File: config.mk
export PLATFORM = sky130hd
export DESIGN_NAME = softplus_rr_scheduler
export DESIGN_NICKNAME = d
export VERILOG_FILES = /design/src/rtl/softplus_sched_pkg.sv /design/src/rtl/softplus_rr_scheduler_rr_arbiter.sv /design/src/rtl/softplus_rr_scheduler.sv
export SDC_FILE = /design/constraint.sdc
export NUM_CORES = 1
export LEC_CHECK = 0
export BUFFER_PORTS_ARGS = -buffer_cell sky130_fd_sc_hd__buf_2
export CAP_MARGIN = 5
export CORE_ASPECT_RATIO = 1.25
export CORE_MARGIN = 2
export CORE_UTILIZATION = 44
export DETAILED_ROUTE_END_ITERATION = 12
export PLACE_DENSITY = 0.89
export SETUP_SLACK_MARGIN = 0.05
export SYNTH_ARGS = -nofsm -noshare
export SYNTH_HDL_FRONTEND = slang
export SYNTH_SLANG_ARGS = --single-unit
export TNS_END_PERCENT = 50
File: constraint.sdc
create_clock -name clk_i -period 2.3 [get_ports clk_i]
set_clock_uncertainty 0.2 [all_clocks]
set_input_delay 0 -clock clk_i [delete_from_list [all_inputs] [get_ports clk_i]]
set_output_delay 0 -clock clk_i [all_outputs]
set_load 0.05 [all_outputs]
File: src/rtl/softplus_sched_pkg.sv
// Shared defaults and tag type for the softplus round-robin scheduler.
package softplus_sched_pkg;

  localparam int DEF_BITSIZE = 16;
  localparam int DEF_NREQ    = 4;
  localparam int DEF_LAT     = 3;
  localparam int MAX_NREQ    = 8;

  // Width of a requester index; a lone requester still needs one bit.
  function automatic int idWidth(input int nreq);
    return (nreq > 1) ? $clog2(nreq) : 1;
  endfunction

  // Tag ids are sized for the largest supported requester count so one
  // struct type serves every NREQ instance.
  localparam int TAG_ID_W = idWidth(MAX_NREQ);

  typedef struct packed {
    logic                valid;
    logic [TAG_ID_W-1:0] id;
  } tag_t;

endpackage

File: src/rtl/softplus_rr_scheduler_rr_arbiter.sv
// Round-robin arbiter: grants the first active requester at or after a
// rotating pointer, which moves just past each granted requester.
module rr_arbiter
  import softplus_sched_pkg::*;
#(
  parameter int NREQ = DEF_NREQ
) (
  input  logic                     clk_i,
  input  logic                     reset_i,
  input  logic                     en_i,
  input  logic [NREQ-1:0]          req_i,
  output logic [NREQ-1:0]          gnt_o,
  output logic [idWidth(NREQ)-1:0] gntIdx_o,
  output logic                     gntValid_o
);

  localparam int IDW = idWidth(NREQ);

  logic [IDW-1:0] rrPtr_q, rrPtr_d;
  logic [IDW:0]   candIdx;
  logic [IDW-1:0] pickIdx;
  logic           found;

  // Scan forward from the pointer with wrap-around for the first request
  always_comb begin
    found   = 1'b0;
    pickIdx = '0;
    candIdx = '0;
    for (int off = 0; off < NREQ; off++) begin
      candIdx = {1'b0, rrPtr_q} + (IDW+1)'(off);
      if (candIdx >= (IDW+1)'(NREQ)) begin
        candIdx = candIdx - (IDW+1)'(NREQ);
      end
      if (!found && req_i[candIdx[IDW-1:0]]) begin
        found   = 1'b1;
        pickIdx = candIdx[IDW-1:0];
      end
    end
  end

  // Gate the grant with enable and reset, and compute the next pointer
  always_comb begin
    gntValid_o = found & en_i & reset_i;
    gntIdx_o   = pickIdx;
    gnt_o      = gntValid_o ? (NREQ'(1) << pickIdx) : '0;
    rrPtr_d    = rrPtr_q;
    if (gntValid_o) begin
      rrPtr_d = (pickIdx == IDW'(NREQ - 1)) ? '0 : pickIdx + IDW'(1);
    end
  end

  // Pointer register, cleared by the active-low synchronous reset
  always_ff @(posedge clk_i) begin
    if (!reset_i) begin
      rrPtr_q <= '0;
    end else begin
      rrPtr_q <= rrPtr_d;
    end
  end

endmodule

File: src/rtl/softplus_rr_scheduler.sv
// Shares one fixed-latency activation unit between NREQ requesters. A tag
// pipeline tracks each sample's owner so the result returns to that owner.
module softplus_rr_scheduler
  import softplus_sched_pkg::*;
#(
  parameter int BITSIZE = DEF_BITSIZE,
  parameter int NREQ    = DEF_NREQ,
  parameter int LAT     = DEF_LAT
) (
  input  logic                    clk_i,
  input  logic                    reset_i,
  input  logic                    en_i,
  input  logic [NREQ-1:0]         req_valid_i,
  input  logic [NREQ*BITSIZE-1:0] req_data_i,
  output logic [NREQ-1:0]         req_ready_o,
  output logic [BITSIZE-1:0]      act_in_o,
  input  logic [BITSIZE-1:0]      act_out_i,
  output logic [NREQ-1:0]         rsp_valid_o,
  output logic [BITSIZE-1:0]      rsp_data_o,
  output logic                    busy_o
);

  localparam int IDW = idWidth(NREQ);

  logic [NREQ-1:0]              gnt;
  logic [IDW-1:0]               gntIdx;
  logic                         gntValid;
  logic [NREQ-1:0][BITSIZE-1:0] reqData;
  logic [BITSIZE-1:0]           actIn_q, actIn_d;
  logic [BITSIZE-1:0]           rspData_q, rspData_d;
  logic [NREQ-1:0]              rspValid_q, rspValid_d;
  tag_t                         tagIn_d;
  tag_t                         tagLast;

  // Stage 0 travels alongside act_in; stages 1..LAT mirror the unit's
  // latency, so stage LAT lines up with act_out for that sample.
  tag_t tagPipe_q [LAT+1];

  rr_arbiter #(
    .NREQ(NREQ)
  ) uArbiter (
    .clk_i     (clk_i),
    .reset_i   (reset_i),
    .en_i      (en_i),
    .req_i     (req_valid_i),
    .gnt_o     (gnt),
    .gntIdx_o  (gntIdx),
    .gntValid_o(gntValid)
  );

  assign reqData     = req_data_i;
  assign req_ready_o = gnt;
  assign tagLast     = tagPipe_q[LAT];

  // Select the granted sample and build the tag for the new issue
  always_comb begin
    actIn_d = actIn_q;
    tagIn_d = '0;
    if (gntValid) begin
      actIn_d       = reqData[gntIdx];
      tagIn_d.valid = 1'b1;
      tagIn_d.id    = TAG_ID_W'(gntIdx);
    end
  end

  // Issue register and tag shift; the unit never stalls so neither do we
  always_ff @(posedge clk_i) begin
    if (!reset_i) begin
      actIn_q <= '0;
      for (int i = 0; i <= LAT; i++) begin
        tagPipe_q[i] <= '0;
      end
    end else begin
      actIn_q      <= actIn_d;
      tagPipe_q[0] <= tagIn_d;
      for (int i = 1; i <= LAT; i++) begin
        tagPipe_q[i] <= tagPipe_q[i-1];
      end
    end
  end

  // Route the unit output back to the owner named by the oldest tag
  always_comb begin
    rspValid_d = '0;
    rspData_d  = rspData_q;
    if (tagLast.valid) begin
      rspValid_d = NREQ'(1) << tagLast.id;
      rspData_d  = act_out_i;
    end
  end

  // Response register; reset drops any result still on its way back
  always_ff @(posedge clk_i) begin
    if (!reset_i) begin
      rspValid_q <= '0;
      rspData_q  <= '0;
    end else begin
      rspValid_q <= rspValid_d;
      rspData_q  <= rspData_d;
    end
  end

  // Busy while any tag stage still holds an issued sample
  always_comb begin
    busy_o = 1'b0;
    for (int i = 0; i <= LAT; i++) begin
      busy_o = busy_o | tagPipe_q[i].valid;
    end
  end

  assign act_in_o    = actIn_q;
  assign rsp_valid_o = rspValid_q;
  assign rsp_data_o  = rspData_q;

endmodule

# [Yosys cells after proc, flatten, opt, wreduce, memory -nomap -nowiden]
# Memory sizes are Yosys's and may differ from the RTL's.
# Cells that the tools add are included.
[classes] addsub=8 order_cmp=9 eq_ne=1 shifts=2 mux=31 bitwise_logic=9 n_reduce_logical=7
[ops] cell="$bmux W16 S2" n=1
[ops] cell="$mux W4" n=6
[ops] cell="$mux W2" n=9
[ops] cell="$mux W16" n=1
[ops] cell="$lt A2 B3 Y1 const B" n=5
[ops] cell="$mux W1" n=10
[ops] cell="$ge A3 B3 Y1 const B" n=3
[ops] cell="$bmux W1 S2" n=4
[ops] cell="$sub A2 B1 Y2 const B" n=4
[ops] cell="$or A1 B1 Y1" n=7
[ops] cell="$add A2 B2 Y3 const B" n=2
[ops] cell="$shl A1 B2 Y4 const A" n=1
[ops] cell="$shl A1 B3 Y4 const A" n=1
[ops] cell="$add A2 B1 Y3 const B" n=1
[ops] cell="$ge A2 B3 Y1 const B" n=1
[ops] cell="$logic_and A1 B1 Y1" n=3
[ops] cell="$logic_not A1 Y1" n=3
[ops] cell="$add A2 B1 Y2 const B" n=1
[ops] cell="$and A1 B1 Y1" n=2
[ops] cell="$eq A2 B2 Y1 const B" n=1
[ops] cell="$reduce_and A2 Y1" n=1
[totals] reg_bits=38 mem_bits_rw=16 inputBits=87 n_memories=1
[mem_list] memory="tagPipe_q" words=4 word_bits=4 read_ports=4 rd_ports_with_merged_regs=0 wr=4 line="softplus_rr_scheduler.sv:37" source="tag_t tagPipe_q [LAT+1];"

# [Logic depth before layout (Yosys ltp)]
# Gate-level depths: netlist (run 1).
[logic_depth] word_depth=18 depth_mapped=9

# [Modules after synthesis]
# A second synthesis (run 1) with hierarchy kept.
[unflattened] cells_unflattened=213 hier_area_um2=2387.3
[modules_own_cells] mod="softplus_rr_scheduler" n_inst=1 cells_each=181 area_each_um2=2129.5 seq_area_each_um2=960.9
[modules_own_cells] mod="rr_arbiter" n_inst=1 cells_each=32 area_each_um2=257.7 seq_area_each_um2=40.0

# [Worst setup path after synthesis (run 1)]
# OpenSTA, ideal clock, no wires.
[synth_path] path_kind="register to output" startpoint="register uArbiter.rrPtr_q[1]" endpoint="output req_ready_o[1]" arrival_time_ns=2.029 setup_slack_ns=0.071 stages_incl_launch_ff=8 n_path_buf=3 cell_sequence="dfxtp_1 -> buf_6 -> mux2i_1 -> nor2_2 -> or3_1 -> buf_6 -> buf_6 -> nor2_1"
[synth_via] elab_chain_cells=17 word_cells_on_any_way=41
[synth_rtl] element="start: declaration" line="softplus_rr_scheduler_rr_arbiter.sv:19" source="logic [IDW-1:0] rrPtr_q, rrPtr_d;"
[synth_rtl] element="start signal: assignment" line="softplus_rr_scheduler_rr_arbiter.sv:57" source="rrPtr_q <= rrPtr_d;"
[synth_rtl] element="branches (longest 16 deep; another with $add A2 B1 Y3)"
[synth_rtl] element="$mux W4 (*)" line="softplus_rr_scheduler_rr_arbiter.sv:45" source="gnt_o = gntValid_o ? (NREQ'(1) << pickIdx) : '0;"
[synth_rtl] element="end: declaration" line="softplus_rr_scheduler.sv:15" source="output logic [NREQ-1:0] req_ready_o,"
# Mark *: on every way between the ends. The select of a mux whose other input is x is not followed.

# [Worst setup path in the final report (run 1)]
[layout_path] startpoint="register uArbiter.rrPtr_q[1]" endpoint="register actIn_q[12] (netlist: act_in_o[12])"
[layout_via] elab_chain_cells=16 word_cells_on_any_way=41
[layout_rtl] element="branches (longest 16 deep; another with $add A2 B1 Y3)"
[layout_rtl] element="end signal: assignment" line="softplus_rr_scheduler.sv:74" source="actIn_q <= actIn_d;"
[layout_rtl] element="end: declaration" line="softplus_rr_scheduler.sv:29" source="logic [BITSIZE-1:0] actIn_q, actIn_d;"
# Parallel ways; which one is timed is not known. The select of a mux whose other input is x is not followed.
# A chain may end at the register's enable or synchronous reset.

==> results of run 1 <==
## final timing paths
path                                                        from                          to
worst max-delay path            uArbiter.rrPtr_q[1]$_SDFFE_PN0P_   act_in_o[12]$_SDFFE_PN0P_
worst min register to register        tagPipe_q[2][0]$_SDFF_PN0_  tagPipe_q[3][0]$_SDFF_PN0_
worst min-delay path                              req_data_i[57]    act_in_o[9]$_SDFFE_PN0P_
worst max register to register  uArbiter.rrPtr_q[1]$_SDFFE_PN0P_   act_in_o[12]$_SDFFE_PN0P_
## power groups by stage
stage / Clock [W] / Sequential, W / Combinational (W)
after floorplan: 0 / 0.00109 / 0.000252
after global placement: 0 / 0.000959 / 0.000522
after detailed placement: 0 / 0.000960 / 0.000533
after CTS: 0.000628 / 0.000942 / 0.000640
after global routing: 0.000652 / 0.000953 / 0.000744
final: 0.000612 / 0.000949 / 0.000717
## tightest hold or removal path, cell delays in order
cell	delay, ns
buf_2	0.11
nor4b_1	0.17
a211oi_2	0.15
a211oi_1	0.07
## cells in the mapped netlist
library cell   n
a211oi_1      14
and4_1         1
nor2_2         1
a21oi_4        1
clkbuf_1       7
or3_1          1
and2_1        11
buf_2          2
o221ai_2       1
buf_6          4
o22a_1         1
o31ai_1        1
o21a_1         1
nor2_1         6
mux2i_1       42
nor2b_1       16
o221ai_1       9
nor3b_1        2
nor4b_1        7
nand2b_1       2
a21oi_1        9
nand3_2        1
dfxtp_1       50
nor3_1         1
inv_1          4
nand2_1       14
ha_1           1
a21boi_1       1
nand3_1        1
buf_8          1
or4_1          2
## state kept, by name, summed over array words and instances (netlist names)
name,count
tagPipe_q,12
act_in_o,16
rsp_valid_o,4
uArbiter.rrPtr_q,2
rsp_data_o,16
## per-stage QoR
| stage | cell area [um2] | hold slack [ns] |
|---|---|---|
| floorplan | 2230 | -0.0305 |
| global placement | 2900 | 0.0580 |
| detailed placement | 2900 | 0.0691 |
| CTS | 3830 | 0.00454 |
| global route | 3890 | 0.0452 |
| finish | 3890 | 0.0488 |
## kinds of logic after synthesis
logic type	synth area share [%]
compound gates	13.1
mux	18.9
flops	45.0
buf+inv	5.00
simple gates	17.5
fa+ha+maj	0.562
## area by class of cell
cell class,count,area [um2]
inverter,4,17.5
sequential,50,1000
tap,60,75.1
clock buffer,5,68.8
clock inverter,3,40.0
fill,274,910
multi-input combinational,147,1160
timing repair buffer,217,1530
## layout by cell type (no fill, tap or decap), types with 2 or more instances in the layout
master         count
mux2i_1           40
o221ai_1           9
buf_4             10
a211oi_1          11
inv_1              3
nand2_1           13
nor2b_1           16
a211oi_2           3
a21oi_1            9
nor3b_1            2
dlygate4sd3_1     81
clkinv_2           2
and2_1            11
buf_2            124
mux2i_2            2
clkbuf_8           5
dfxtp_1           49
nor4b_1            7
nor2_1             5
or4_1              2
## routing by layer
| metal | global-route usage [%] | routed length (um) | vias to the layer above |
|---|---|---|---|
| li1 | - | - | 1205 |
| met1 | 33.1 | 3250 | 1242 |
| met2 | 51.8 | 4450 | 224 |
| met3 | 9.72 | 1030 | 50 |
| met4 | 15.8 | 407 | 0 |
| met5 | 0 | 0 | - |
## what timing repair did
| action | CTS | global route |
|---|---|---|
| endpoints found under the setup margin | 5 | 9 |
| pin swaps | 0 | 2 |
| resized for setup | 4 | 16 |
| buffers inserted | 0 | 1 |
| hold endpoints to repair | 35 | 0 |
| hold buffers | 81 | 0 |
==> flow_metrics.py, run 1 <==
metrics = {
    "finish": {
        "drive_above_1_share_pct": 37.6,
        "area_delta_synth_final_pct": 74.8,
        "antenna_cells": 0,
        "layout.cells.non_filler": 486,
        "fin_util_pct": 81.0,
        "nets": 513,
    },
    "setup_path": {
        "slowest_delay_ns": 0.46,
        "cp-start-kind": "flop",
        "critical_path_class": "flop to flop",
        "cp.depth": 8,
        "rrSetupSlack_ns": -0.04,
        "cp_max_fo": 15,
        "path_common_cell": "buf_4",
        "path_cells": "buf_4, nand2_2, nor2_4, or3_4, buf_4, buf_4, mux2i_1, a211oi_1",
        "cp.arrival_ns": 2.33,
        "r2r_cells": 8,
        "cp_top_family": "simple AND/OR/NAND/NOR gates",
        "path_buf_inv": 3,
        "end_kind": "flop",
        "required_ns": 2.29,
        "cpMaxStageDelayCell": "or3_4",
    },
    "yosys": {
        "synth_seq_cells": 50,
        "synth_area_leaders": "dfxtp_1, mux2i_1, a211oi_1",
        "synth_nets": 303,
        "yosysTopAreaCell": "dfxtp_1",
        "synth_top_area_share_pct": 45.0,
        "synth-seq-area-share_pct": 45.0,
        "syn_area_per_cell_um2": 10.4,
        "synth_cell_types": 31,
        "synth_warnings": 0,
        "syn_inst": 215,
        "syn_area_um2": 2230,
    },
    "placement": {
        "dp_slack_ns": 0.0554,
        "placed_cells": 396,
        "globalplace.congestion": 0.842,
        "port_buffers": 127,
        "place_hpwl_um": 4260,
    },
    "floorplanning": {
        "rows": 28,
        "fp.coreArea_um2": 4800,
        "chipHeight_um": 83.5,
        "die_x_um": 67.6,
        "start_util_pct": 46.4,
        "io_pins": 128,
        "die_area_um2": 5650,
    },
    "sta": {
        "finalHoldViolations": 0,
        "slew-limit-headroom_pct": 34.3,
        "rsz0062_at_grt": "true",
        "layout_setup_ws_ns": -0.0360,
        "fin_crit_sh_pct": 102,
        "period_needed_ns": 2.34,
        "setup_tns_ns": -0.0360,
        "worstMarginPinSlew_ns": 0.984,
        "fmax_ghz": 0.428,
        "slew_violations": 0,
        "final-setup-viol-count": 1,
    },
    "power": {
        "p_int_w": 0.00154,
        "seqPwrFrac_pct": 41.7,
        "switchingPower_w": 0.000735,
        "vdd_drop_max_uv": 395,
        "p_per_area_nw_per_um2": 586,
        "power_w": 0.00228,
        "leakage_nw": 1.82,
        "swShare_pct": 32.3,
        "clkPwrFrac_pct": 26.9,
        "p_comb_share_pct": 31.5,
    },
    "routing": {
        "antenna_left": 0,
        "via_per_inst": 5.60,
        "wirelength_um": 9130,
        "wire_per_inst_um": 18.8,
        "first_iter_violations": 198,
        "drc": 0,
        "vias": 2721,
        "drt-pass1-iter-count": 5,
    },
    "clock_tree": {
        "clockBufferDepth": 2,
        "clkLatencyLatePin_ns": 0.30,
        "cts-root-buf": "clkbuf_8",
        "cts_tree": "done",
        "cts_htree_levels": 2,
        "clock-sinks": 50,
        "cts_buffers": 5,
        "clk_pin_slew_worst_paths_ns": 0.10,
    },
    "outcome": {
        "status": "finished with violations",
        "violations": "setup timing",
    },
    "global_routing": {
        "grt_pass1_wl_um": 13300,
        "antenna_found_initial": 0,
        "grt-ovfl-total": 0,
        "grt_max_degree": 38,
        "grt_use_total_pct": 30.7,
        "grt_pass1_vias": 2840,
    },
    "min_path": {
        "hold_path_depth": 4,
        "hold_class": "input port to flop",
    },
    "job": {
        "cap_violations": 0,
    },
}
Note: power is estimated with default switching activity, not from simulation.
==> inputs of run 2 (changes only) <==
HOLD_SLACK_MARGIN = 0.12   (was default)
==> flow_metrics.py, run 2 <==
metrics = {
    "floorplanning": {
        "chipHeight_um": 83.5,
        "start_util_pct": 46.4,
        "io_pins": 128,
        "die_x_um": 67.6,
        "rows": 28,
    },
    "yosys": {
        "synthTopCellsByCount": "dfxtp_1, mux2i_1, nor2b_1",
        "synth_seq_cells": 50,
        "synth_edf_count": 0,
        "syn_area_um2": 2230,
        "synth_warnings": 0,
        "ys.flop_type": "dfxtp_1",
        "yosysTopAreaCell": "dfxtp_1",
        "synth_top_area_share_pct": 45.0,
        "async_flop_share_pct": 0,
        "synth_nets": 303,
        "syn_area_per_cell_um2": 10.4,
        "synth_cell_types": 31,
        "synth_area_leaders": "dfxtp_1, mux2i_1, a211oi_1",
        "synth-seq-area-share_pct": 45.0,
        "syn_inst": 215,
        "yosysMostFrequentCell": "dfxtp_1",
    },
    "placement": {
        "globalplace.congestion": 0.842,
        "port_buffers": 127,
        "place_hpwl_um": 4260,
    },
    "clock_tree": {
        "clock-sinks": 50,
        "cts-root-buf": "clkbuf_8",
        "clockBufferDepth": 2,
        "cts_buffers": 5,
        "cts_htree_levels": 2,
        "cts_resized": 4,
        "cts_hold_buf": 101,
        "post-cts-setup-buffer-count": 0,
    },
    "outcome": {
        "first-error": "[ERROR RSZ-0060] Max buffer count reached.",
        "haltStage": "clock tree synthesis",
        "status": "aborted with a tool error",
    },
}
## run 2: logic make-up after synthesis
kind of cell | share of synthesized area [%]
and+or+nand+nor | 17.5
DFF | 45.0
muxes | 18.9
AOI/OAI and AO/OA | 13.1
buffers and inverters | 5.00
adders and majority gates | 0.562
## run 2: through the flow
stage | util, % | cells | worst slack (ns) | instance area [um2] | hold slack, ns
after detailed placement | 60.5 | 396 | 0.0554 | 2900 | 0.0691
after global placement | 60.5 | 396 | 0.179 | 2900 | 0.0580
after floorplan | - | 215 | 0.0708 | 2230 | -0.0305
==> inputs of run 3 (changes only) <==
CORE_ASPECT_RATIO = default   (was 1.25)
CORE_UTILIZATION = 40   (was 44)
HOLD_SLACK_MARGIN = default   (was 0.12)
PLACE_DENSITY = default   (was 0.89)
PLACE_DENSITY_LB_ADDON = 0.15   (was default)
SETUP_SLACK_MARGIN = default   (was 0.05)
==> flow_metrics.py, run 3 (synthesized netlist as in run 1, its figures left out) <==
metrics = {
    "setup_path": {
        "required_ns": 2.10,
        "rrSetupSlack_ns": 0.13,
        "cp_max_fo": 24,
        "r2r_cells": 6,
        "cp.arrival_ns": 2.00,
        "path_cells": "mux2i_2, nor2_2, or3_4, buf_6, nor2_2, buf_6",
        "rr_endpoint": "act_in_o[0]$_SDFFE_PN0P_",
        "cp_top_family": "simple AND/OR/NAND/NOR gates",
        "end_kind": "output pin",
        "cpMaxStageDelayCell": "or3_4",
        "cp-start-kind": "flop",
        "slowest_delay_ns": 0.42,
        "path_buf_inv": 2,
        "critical_path_class": "flop to output pin",
        "worstReg2RegStart": "uArbiter.rrPtr_q[1]$_SDFFE_PN0P_",
    },
    "sta": {
        "worstMarginPinSlew_ns": 0.981,
        "finalHoldViolations": 1,
        "setup_tns_ns": 0,
        "layout_setup_ws_ns": 0.103,
        "fin_crit_sh_pct": 95.5,
        "rsz0062_at_grt": "false",
        "fmax_ghz": 0.455,
        "slew_violations": 0,
        "whs_ns": -0.00702,
        "period_needed_ns": 2.20,
        "slew-limit-headroom_pct": 34.5,
        "final-setup-viol-count": 0,
    },
    "routing": {
        "vias": 2412,
        "wirelength_um": 7260,
        "wire_per_inst_um": 14.7,
        "drc": 0,
        "first_iter_violations": 93,
        "via_per_inst": 4.89,
        "antenna_left": 0,
        "drt-pass1-iter-count": 4,
    },
    "floorplanning": {
        "die_area_um2": 6180,
        "start_util_pct": 40.9,
        "rows": 27,
        "io_pins": 128,
        "chipHeight_um": 78.6,
        "die_x_um": 78.6,
        "fp.coreArea_um2": 5440,
    },
    "finish": {
        "final_common_cell": "buf_2",
        "nets": 508,
        "final_cell_area_um2": 3840,
        "area_delta_synth_final_pct": 72.6,
        "antenna_cells": 0,
        "final_cell_mix": "buf_2, dlygate4sd3_1, dfxtp_1",
        "drive_above_1_share_pct": 35.9,
    },
    "clock_tree": {
        "cts_buffers": 5,
        "cts-root-buf": "clkbuf_8",
        "clk_pin_slew_worst_paths_ns": 0.10,
        "clock-sinks": 50,
        "cts_htree_levels": 2,
        "clkLatencyLatePin_ns": 0.30,
        "clockBufferDepth": 2,
        "post-cts-setup-buffer-count": 0,
        "cts_tree": "done",
    },
    "global_routing": {
        "grt.busiest_layer": "met2",
        "grt-ovfl-total": 0,
        "grt_max_degree": 38,
        "grt_use_total_pct": 23.0,
        "grt_pass1_wl_um": 11100,
        "gr-usage-met1_pct": 26.2,
        "met3_usage_pct": 6.90,
        "antenna_found_initial": 0,
        "grt_pass1_vias": 2422,
        "use_met2_pct": 40.0,
    },
    "outcome": {
        "status": "finished with violations",
        "violations": "hold timing",
    },
    "placement": {
        "place_hpwl_um": 3920,
        "place_area_um2": 2900,
        "port_buffers": 127,
        "dp_slack_ns": 0.123,
        "globalplace.congestion": 0.774,
    },
    "min_path": {
        "hold_path_depth": 4,
        "hp-start": "req_data_i[60]",
        "hold_class": "input port to flop",
        "min_to": "act_in_o[12]$_SDFFE_PN0P_",
    },
    "power": {
        "vdd_drop_max_uv": 254,
        "leakage_nw": 1.80,
        "p_per_area_nw_per_um2": 581,
    },
    "job": {
        "cap_violations": 0,
    },
}
## run 3: worst register-to-register path, delay by kind of cell, from the launching register on
| kind | cells | cell delay, ns |
|---|---|---|
| and+or+nand+nor | 3 | 0.72 |
| DFF | 1 | 0.37 |
| muxes | 1 | 0.30 |
| buffers and inverters | 1 | 0.27 |
| AOI/OAI and AO/OA | 1 | 0.17 |
## run 3: worst max path at each step
stage                                     startpoint                   endpoint  slack [ns]  cells after the start
global route        uArbiter.rrPtr_q[1]$_SDFFE_PN0P_             req_ready_o[3]       0.009                      7
finish              uArbiter.rrPtr_q[1]$_SDFFE_PN0P_             req_ready_o[1]        0.10                      6
global placement    uArbiter.rrPtr_q[1]$_SDFFE_PN0P_  act_in_o[12]$_SDFFE_PN0P_        0.17                      6
detailed placement  uArbiter.rrPtr_q[1]$_SDFFE_PN0P_  act_in_o[12]$_SDFFE_PN0P_        0.12                      6
floorplan           uArbiter.rrPtr_q[1]$_SDFFE_PN0P_             req_ready_o[1]        0.07                      7
CTS                 uArbiter.rrPtr_q[1]$_SDFFE_PN0P_             req_ready_o[3]       0.006                      7
## run 3: power by group
| group | switching, W | total, W | internal [W] | leakage, nW |
|---|---|---|---|---|
| Combinational | 0.000367 | 0.000660 | 0.000293 | 1.33 |
| Clock | 0.000302 | 0.000629 | 0.000326 | 0.0585 |
| Sequential | 0.0000304 | 0.000945 | 0.000915 | 0.409 |
| Total | 0.000700 | 0.00223 | 0.00153 | 1.80 |
## run 3: what timing repair did
item	4_1_cts	5_1_grt
resized for setup	7	6
gates cloned	0	0
endpoints found under the hold margin	35	0
setup endpoints to repair	3	3
hold buffers	79	0
## run 3: stage by stage
stage	hold WS, ns	std cells	total power (W)	util (%)
4_1_cts	0.00609	493	0.00222	70.3
2_1_floorplan	-0.0305	215	0.00134	-
6_report	-0.00702	493	0.00223	70.6
3_3_place_gp	0.0598	406	0.00148	53.3
5_1_grt	0.0247	493	0.00233	70.6
3_5_place_dp	0.0697	406	0.00149	53.3
## run 3: cell type report
type / count / area [um2]
Fill cell: 386 / 1600
Timing Repair Buffer: 212 / 1490
Multi-Input combinational cell: 147 / 1130
Sequential cell: 50 / 1000
Tap cell: 72 / 90.1
Clock buffer: 5 / 68.8
Clock inverter: 3 / 43.8
Inverter: 4 / 15.0
## run 3: routing by layer
metal	vias up	wire [um]
met3	10	601
met1	1100	3030
met5	-	0
met2	117	3530
li1	1185	-
met4	0	102
==> inputs of run 4 (changes only) <==
--- a/config.mk
+++ b/config.mk
@@ -8,10 +8,13 @@
 export BUFFER_PORTS_ARGS = -buffer_cell sky130_fd_sc_hd__buf_2
 export CAP_MARGIN = 5
+export CELL_PAD_IN_SITES_DETAIL_PLACEMENT = 1
+export CELL_PAD_IN_SITES_GLOBAL_PLACEMENT = 1
 export CORE_MARGIN = 2
-export CORE_UTILIZATION = 40
+export CORE_UTILIZATION = 33
 export DETAILED_ROUTE_END_ITERATION = 12
 export PLACE_DENSITY_LB_ADDON = 0.15
 export SYNTH_ARGS = -nofsm -noshare
 export SYNTH_HDL_FRONTEND = slang
+export SYNTH_HIERARCHICAL = 1
 export SYNTH_SLANG_ARGS = --single-unit
 export TNS_END_PERCENT = 50
==> constraint.sdc (replaced) <==
create_clock -name clk_i -period 2.3 [get_ports clk_i]
set_clock_uncertainty 0.2 [all_clocks]
set_input_delay 0.46 -clock clk_i [delete_from_list [all_inputs] [get_ports clk_i]]
set_output_delay 0.46 -clock clk_i [all_outputs]
set_load 0.05 [all_outputs]
==> flow_metrics.py, run 4 <==
metrics = {
    "routing": {
        "drt-pass1-iter-count": 3,
        "via_per_inst": 4.66,
        "drc": 0,
        "antenna_left": 0,
        "first_iter_violations": 18,
        "wirelength_um": 6080,
        "wire_per_inst_um": 13.5,
        "vias": 2091,
    },
    "global_routing": {
        "grt_use_total_pct": 15.4,
        "grt-ovfl-total": 0,
        "antenna_found_initial": 0,
        "grt_pass1_vias": 2077,
        "grt_pass1_wl_um": 9480,
        "grt_max_degree": 33,
    },
    "floorplanning": {
        "io_pins": 128,
        "die_x_um": 89.1,
        "start_util_pct": 33.5,
        "fp.coreArea_um2": 7140,
        "rows": 31,
        "chipHeight_um": 89.1,
        "die_area_um2": 7930,
    },
    "outcome": {
        "violations": "setup timing",
        "status": "finished with violations",
    },
    "clock_tree": {
        "cts_htree_levels": 2,
        "cts-root-buf": "clkbuf_8",
        "clock-sinks": 50,
        "clk_pin_slew_worst_paths_ns": 0.10,
        "clkLatencyLatePin_ns": 0.31,
        "clockBufferDepth": 2,
        "cts_buffers": 5,
        "cts_tree": "done",
    },
    "finish": {
        "antenna_cells": 0,
        "drive_above_1_share_pct": 52.0,
        "nets": 440,
        "final_common_cell": "buf_2",
        "final_cell_mix": "buf_2, mux2i_1, dfxtp_1",
        "area_delta_synth_final_pct": 42.7,
    },
    "sta": {
        "slew_violations": 0,
        "whs_ns": 0.205,
        "setup_tns_ns": -0.274,
        "worstMarginPinSlew_ns": 0.318,
        "fin_crit_sh_pct": 104,
        "slew-limit-headroom_pct": 78.8,
        "final-setup-viol-count": 4,
        "rsz0062_at_grt": "true",
        "fmax_ghz": 0.418,
        "layout_setup_ws_ns": -0.0917,
        "period_needed_ns": 2.39,
        "finalHoldViolations": 0,
    },
    "yosys": {
        "syn_area_per_cell_um2": 11.2,
        "synth_edf_count": 0,
        "syn_inst": 213,
        "synth-seq-area-share_pct": 41.9,
        "synth_top_area_share_pct": 41.9,
        "synthTopCellsByCount": "dfxtp_1, mux2i_1, nand3b_1, nor2b_1, and2_1",
        "synth_nets": 304,
        "yosysTopAreaCell": "dfxtp_1",
        "async_flop_share_pct": 0,
        "synth_cell_types": 33,
        "synth_area_leaders": "dfxtp_1, mux2i_1, o221ai_2",
        "ys.flop_type": "dfxtp_1",
        "synth_warnings": 6,
        "yosysMostFrequentCell": "dfxtp_1",
        "synth_seq_cells": 50,
        "syn_area_um2": 2390,
    },
    "setup_path": {
        "slowest_delay_ns": 0.37,
        "end_kind": "output pin",
        "path_cells": "buf_4, nor2_1, a2111oi_4, or2_1, ha_2, and3_4, buf_8",
        "cp_top_family": "simple AND/OR/NAND/NOR gates",
        "cp-start-kind": "input port",
        "rrSetupSlack_ns": 0.25,
        "cp_max_fo": 5,
        "r2r_cells": 8,
        "cp.arrival_ns": 1.73,
        "cpMaxStageDelayCell": "a2111oi_4",
        "critical_path_class": "input port to output pin",
        "worstReg2RegStart": "uArbiter/rrPtr_q[1]$_SDFFE_PN0P_",
        "rr_endpoint": "act_in_o[5]$_SDFFE_PN0P_",
        "path_buf_inv": 2,
        "required_ns": 1.64,
    },
    "placement": {
        "port_buffers": 127,
        "dp_slack_ns": -0.251,
        "globalplace.congestion": 0.728,
        "place_hpwl_um": 4550,
    },
    "min_path": {
        "hold_class": "input port to flop",
        "min_to": "rsp_data_o[9]$_SDFFE_PN0P_",
        "hold_path_depth": 3,
        "hp-start": "act_out_i[9]",
    },
    "power": {
        "power_w": 0.00208,
        "vdd_drop_max_uv": 345,
        "leakage_nw": 1.57,
        "p_per_area_nw_per_um2": 611,
    },
    "job": {
        "cap_violations": 0,
    },
}
## run 4: cell count changes after synthesis, moves of 3 or more
cell	change
nand2_1	-11
o221ai_2	+8
buf_6	+4
mux2i_1	+6
nor4b_1	-7
and3_1	+5
a21oi_1	-8
ha_1	+3
nand3b_1	+17
clkbuf_1	-5
a211oi_1	-14
## run 4: logic make-up (layout without fill, tap and decap cells)
logic type               count (synthesis)  after routing  synth area share [%]
AO/OA/AOI/OAI                           26             26                  11.8
adder cells (fa/ha/maj)                  4              4                  2.10
buffers and inverters                   20            157                  6.13
flip-flops                              50             50                  41.9
multiplexers                            48             48                  20.1
AND/OR/NAND/NOR                         65             65                  17.9
## run 4: power breakdown
| part | total, W | internal, W | switching, W |
|---|---|---|---|
| logic | 0.000519 | 0.000228 | 0.000291 |
| clock network | 0.000641 | 0.000330 | 0.000311 |
| registers | 0.000921 | 0.000900 | 0.0000213 |
| total | 0.00208 | 0.00146 | 0.000623 |
## run 4: worst register-to-register path, stage by stage (launching register included)
cell and delay [ns]:
dfxtp_4 0.39, a21oi_2 0.06, o21a_1 0.21, o22a_2 0.25
buf_4 0.13, buf_4 0.15, buf_12 0.17, mux2i_1 0.26
o221ai_2 0.13
## run 4: per-stage QoR
stage	instance area (um2)	utilization, %	cells
after floorplan	2390	-	213
after global placement	3150	44.2	438
after detailed placement	3150	44.2	438
after CTS	3370	47.2	449
after global routing	3410	47.7	449
final	3410	47.7	449
## run 4: what timing repair did
item                       in CTS  in global routing
setup buffers                   3                  0
pin swaps                       5                  4
resized for setup              24                  9
hold buffers                    0                  0
setup endpoints to repair       4                  4
## run 4: final cells by class
| cell class | count | area (um2) |
|---|---|---|
| fill | 840 | 3730 |
| sequential | 50 | 1010 |
| timing repair buffer | 144 | 826 |
| clock inverter | 3 | 47.5 |
| clock buffer | 5 | 68.8 |
| tap | 99 | 124 |
| multi-input combinational | 143 | 1310 |
| inverter | 5 | 18.8 |
## run 4: worst max path at each step
stage / cells past startpoint / end / from / slack (ns)
6_report: 7 / req_ready_o[3] / req_valid_i[1] / -0.09
4_1_cts: 6 / req_ready_o[3] / uArbiter/rrPtr_q[0]$_SDFFE_PN0P_ / -0.11
2_1_floorplan: 5 / req_ready_o[1] / req_valid_i[0] / -0.10
5_1_grt: 5 / req_ready_o[3] / uArbiter/rrPtr_q[1]$_SDFFE_PN0P_ / -0.15
3_3_place_gp: 7 / req_ready_o[3] / req_valid_i[0] / -0.22
3_5_place_dp: 7 / req_ready_o[3] / req_valid_i[1] / -0.25
## run 4: per-layer routing
layer | share of wire, % | routed length [um] | global-route usage [%] | vias up
met5 | 0 | 0 | 0 | -
met4 | 1.1 | 66 | 5.83 | 0
met3 | 9.3 | 568 | 4.80 | 7
met2 | 47 | 2880 | 26.5 | 91
met1 | 42 | 2560 | 18.1 | 944
li1 | - | - | - | 1049
